--- src/rtl/pipe_reg_elastic.sv ---
// pipe_reg_elastic: DEPTH-stage elastic valid/ready pipeline with bubble collapse, stall, per-stage flush and occupancy count.
// Define PIPE_REG_ZERO_DATA_EN to zero payloads on flush/bubble so idle out_data_o reads 0.
module pipe_reg_elastic #(
    parameter int WIDTH = 32,
    parameter int DEPTH = 2,
    parameter int CNT_W = $clog2(DEPTH + 1)
) (
    input  logic             clk_i,
    input  logic             rst_i,
    input  logic             in_valid_i,
    input  logic [WIDTH-1:0] in_data_i,
    output logic             in_ready_o,
    output logic             out_valid_o,
    output logic [WIDTH-1:0] out_data_o,
    input  logic             out_ready_i,
    input  logic             stall_i,
    input  logic [DEPTH-1:0] flush_i,
    output logic [CNT_W-1:0] count_o
);
    logic [DEPTH-1:0] v_q, v_d, rdy, ld, src_v;
    logic [WIDTH-1:0] d_q [DEPTH];
    logic [WIDTH-1:0] d_d [DEPTH];
    logic [WIDTH-1:0] src_d [DEPTH];
    logic r;
    // a stage may load when it or any stage ahead of it has room
    always_comb begin
        r = out_ready_i;
        rdy = '0;
        for (int k = DEPTH - 1; k >= 0; k--) begin
            r = r | ~v_q[k];
            rdy[k] = r;
        end
    end
    assign ld = rdy & {DEPTH{~stall_i}};
    always_comb begin
        src_v[0] = in_valid_i;
        src_d[0] = in_data_i;
        for (int k = 1; k < DEPTH; k++) begin
            src_v[k] = v_q[k-1];
            src_d[k] = d_q[k-1];
        end
    end
    always_comb begin
        v_d = '0;
        for (int k = 0; k < DEPTH; k++) begin
            v_d[k] = ~flush_i[k] & (ld[k] ? src_v[k] : v_q[k]);
`ifdef PIPE_REG_ZERO_DATA_EN
            d_d[k] = (flush_i[k] | (ld[k] & ~src_v[k])) ? '0 : ld[k] ? src_d[k] : d_q[k];
`else
            d_d[k] = (ld[k] & src_v[k]) ? src_d[k] : d_q[k];
`endif
        end
    end
    always_ff @(posedge clk_i or posedge rst_i) begin
        if (rst_i) begin
            v_q <= '0;
            for (int k = 0; k < DEPTH; k++) d_q[k] <= '0;
        end else begin
            v_q <= v_d;
            for (int k = 0; k < DEPTH; k++) d_q[k] <= d_d[k];
        end
    end
    always_comb begin
        count_o = '0;
        for (int k = 0; k < DEPTH; k++) count_o = count_o + CNT_W'(v_q[k]);
    end
    assign in_ready_o  = rdy[0] & ~stall_i & ~rst_i;
    assign out_valid_o = v_q[DEPTH-1] & ~stall_i;
`ifdef PIPE_REG_ZERO_DATA_EN
    assign out_data_o  = out_valid_o ? d_q[DEPTH-1] : '0;
`else
    assign out_data_o  = d_q[DEPTH-1];
`endif
endmodule
--- config.mk ---
export PLATFORM = sky130hd
export DESIGN_NAME = pipe_reg_elastic
export DESIGN_NICKNAME = d
export VERILOG_FILES = /design/src/rtl/pipe_reg_elastic.sv
export SDC_FILE = /design/constraint.sdc
export NUM_CORES = 1
export LEC_CHECK = 0
export ABC_AREA = 1
export CAP_MARGIN = 20
export CORE_ASPECT_RATIO = 0.75
export CORE_MARGIN = 10
export CORE_UTILIZATION = 53
export CTS_CLUSTER_SIZE = 30
export DETAILED_ROUTE_END_ITERATION = 8
export HOLD_SLACK_MARGIN = 0.15
export PLACE_DENSITY = 0.85
export SYNTH_ARGS = -nofsm -noshare
export SYNTH_HDL_FRONTEND = slang
export SYNTH_SLANG_ARGS = --single-unit
--- constraint.sdc ---
create_clock -name clk_i -period 4.25 [get_ports clk_i]
set_clock_uncertainty 0.1 [all_clocks]
set_input_delay 0.85 -clock clk_i [delete_from_list [all_inputs] [get_ports clk_i]]
set_output_delay 0.85 -clock clk_i [all_outputs]
set_load 0.005 [all_outputs]
======== After elaboration in Yosys (flattened, before gate mapping) ========
Index checks and enable logic that the tools add are counted.
word-level totals
  register bits ........................... 66
  input port bits ......................... 39
operators by class
  add/sub/neg operators ................... 1
  muxes and demuxes ....................... 2
  bitwise operators ....................... 16
operators with widths
  cell                                    number
  1-bit bitwise AND                       7
  1-bit NOT                               6
  1-bit by 1-bit adder with 2-bit output  1
  2-bit bitwise AND                       1
  1-bit two-way mux                       2
  1-bit bitwise OR                        2

======== Logic depth before layout (Yosys ltp) ========
  word-level depth ........................ 6
  mapped depth ............................ 7
  gate-level depth less buffers ........... 5

======== Worst setup path before layout ========
Ideal clock, no wire load.
  path type ............................... in2out
  start ................................... input out_ready_i
  end ..................................... output in_ready_o
  arrival ................................. 1.331 ns
  data required time ...................... 3.300 ns
  slack ................................... 1.969 ns
  cell stages on the path ................. 5
  cell sequence ........................... inv_1 nand3_2 buf_2 nand2_1 nor2_1
between the ends
  longest elaborated chain between the ends .. 4
RTL lines
  what                            RTL line  text
  start: declaration              15        input logic out_ready_i,
  1-bit bitwise OR (2 in a row)   30        r = r | ~v_q[k];
  1-bit bitwise AND (2 in a row)  67        assign in_ready_o = rdy[0] & ~stall_i & ~rst_i;
  end: declaration                12        output logic in_ready_o,
Every way passes these cells.

======== Worst setup path in the final report ========
Same ends and word-level chain as after synthesis.

==> impl_metrics.yaml <==
run_status:
  status: "complete, no violations"
clock_network:
  cts_resized: 0
  root_buffer: "clkbuf_8"
  clk_latency_ps: 340
  clock-sinks: 66
  postCtsSetupBuffers: 0
  cts_buffers: 9
  cts_hold_buf: 0
  max-clock-path-buffers: 2
  cts_tree: "built"
  htreeDepth: 3
  clk_transition_reported_paths_ps: 60
floorplan:
  ios: 75
  die-area_um2: 9230
  initial_core_util: 0.559
  fp.coreArea_um2: 5470
  die_x_um: 108
  core.rowCount: 23
  fp.dieH_um: 85.7
synthesis:
  ys_types: 17
  synthTopCellsByArea: "dfrtp_1 54%, nand2_1 12%, buf_4 7.9%, nand4_1 6.6%, o21ai_2 5.7%"
  async_flop_share: 1.00
  synth_cells: 327
  syn_nets: 367
  synth_common_cells: "101 x nand2_1, 66 x dfrtp_1, 35 x inv_1"
  yosys_warnings: 0
  synth-seq-cells: 66
  synth_area_um2: 3050
  synth_seq_area_share: 0.541
  syn_avg_cell_area_um2: 9.34
  synth_ff_type: "dfrtp_1"
  synth.most_common_cell: "nand2_1"
  yosysTopAreaCellShare: 0.541
  synth_edf_count: 0
  synth_top_area_cell: "dfrtp_1"
cells_and_area:
  multi_input_area_um2: 875
  fillers: 456
  seqCellArea_um2: 1650
  fin_nets: 405
  drive_gt1_frac: 0.117
  area_growth_pct: 22.0
  fin_area_um2: 3730
  finish.utilization: 0.681
  antennaDiodeCount: 0
detailed_routing:
  drtIter0Drc: 81
  met3_length_um: 581
  via_per_inst: 4.94
  route.met2.wl_um: 2990
  top_layer: "met4"
  dr.pass1.iters: 4
  met1_length_um: 2610
  vias: 2188
  drcViolationCount: 0
  wl_per_cell_um: 14.2
  ant_nets: 0
  wirelength_um: 6290
power_and_ir_drop:
  ir_drop_mv: 0.197
  pwr_density_cell_nw_per_um2: 450
  power.leakage_nw: 1.82
  power_mw: 1.68
placement:
  dp_hpwl_um: 4510
  gp_congestion: 0.787
  place_area_um2: 3530
  port_buffers: 74
critical_path:
  cp_common_cell: "clkdlybuf4s50_1"
  arrival_ps: 2060
  endpoint_kind: "primary output"
  reg2reg_setup_slack_ps: 2270
  slowest_stage: "clkdlybuf4s50_1"
  path_cells: "clkdlybuf4s50_1, inv_1, nand3_2, nand2_1, nor2_1, clkdlybuf4s50_1"
  path_delay_family: "buffers and inverters"
  worst-setup-path-type: "primary input to primary output"
  r2r_cells: 5
  slowest_delay_ps: 510
  r2r-end: "d_q[40]"
  path_buf_inv: 3
  startpoint_type: "primary input"
  cp_max_fo: 2
  required_ps: 3300
  r2r_start: "v_q[1]"
timing:
  slew_headroom: 0.395
  setup-tns-final_ps: 0
  finalSetupViolCount: 0
  maxSlewViolCount: 0
  period_needed_ps: 3010
  fmax_mhz: 332
  tightest_slew_ps: 907
  hold_viol: 0
  min_period_over_period: 0.709
  rsz0062_at_grt: "false"
global_routing:
  grt_overflow: 0
  grt_pass1_wl_um: 10600
  first_global_vias: 2178
  antenna_found_initial: 0
  grt.total_usage: 0.145
  grt_max_degree: 45
min_path:
  hold_start: "d_q[46]"
  hold_path.class: "flop to flop"
  hold_depth: 2
  whs_endpoint: "d_q[46]"
run:
  maxCapViolations: 0
## power breakdown
part           switching [mW]  total (mW)  internal (mW)
clock network           0.215       0.512          0.296
logic                   0.154       0.368          0.215
registers              0.0601       0.798          0.738
## worst reg2reg max path, delay by kind of cell, from the launching register on
| family | cells | cell delay, ps |
|---|---|---|
| flip-flops | 1 | 430 |
| buffers and inverters | 1 | 320 |
| AND/OR/NAND/NOR | 4 | 1010 |
## worst max-delay path by stage
stage,startpoint,to,cells past startpoint,slack [ps]
finish,out_ready_i,in_ready_o,6,1240
global route,out_ready_i,in_ready_o,6,1190
CTS,out_ready_i,in_ready_o,6,1220
detailed placement,stall_i,out_data_o[6],7,1090
global placement,stall_i,out_data_o[23],7,1140
floorplan,rst_i,d_q[32],1,1650
## cells by family after synthesis
kind of cell / after synthesis / synth area share
compound gates: 34 / 0.0803
buf+inv: 88 / 0.173
simple gates: 138 / 0.202
flops: 66 / 0.541
fa+ha+maj: 1 / 0.00410
## cell usage in the layout, fill, tap and decap left out, drive strengths merged
cell,n
a21oi,2
buf,5
bufinv,1
clkbuf,12
clkdlybuf4s50,74
clkinvlp,1
dfrtp,66
ha,1
inv,36
nand2,101
nand3,3
nand4,32
nor2,2
o21ai,32
## through the flow
step | setup slack (ps) | hold WS (ps) | instances
after floorplan | 1650 | 342 | 327
after global placement | 1140 | 354 | 429
after detailed placement | 1090 | 358 | 429
after CTS | 1220 | 375 | 443
after global routing | 1190 | 387 | 443
final | 1240 | 370 | 443
## sequential cells by signal (all words and copies together), names as in the netlist
name and count:
v_q 2, out_data_o 32, d_q 32
## layout make-up
cell class	count	area share
clock inverters	2	0.0101
multi-input cells	173	0.235
repair buffers	79	0.209
inverters	36	0.0363
flip-flops and latches	66	0.443
clock buffers	12	0.0416
well taps	75	0.0252
## per-layer routing
metal / global-route usage / vias to the layer above
met2: 0.224 / 61
met5: 0 / -
met4: 0.0557 / 0
met1: 0.168 / 1036
met3: 0.0725 / 11
li1: - / 1080
(Power assumes the default switching activity.)
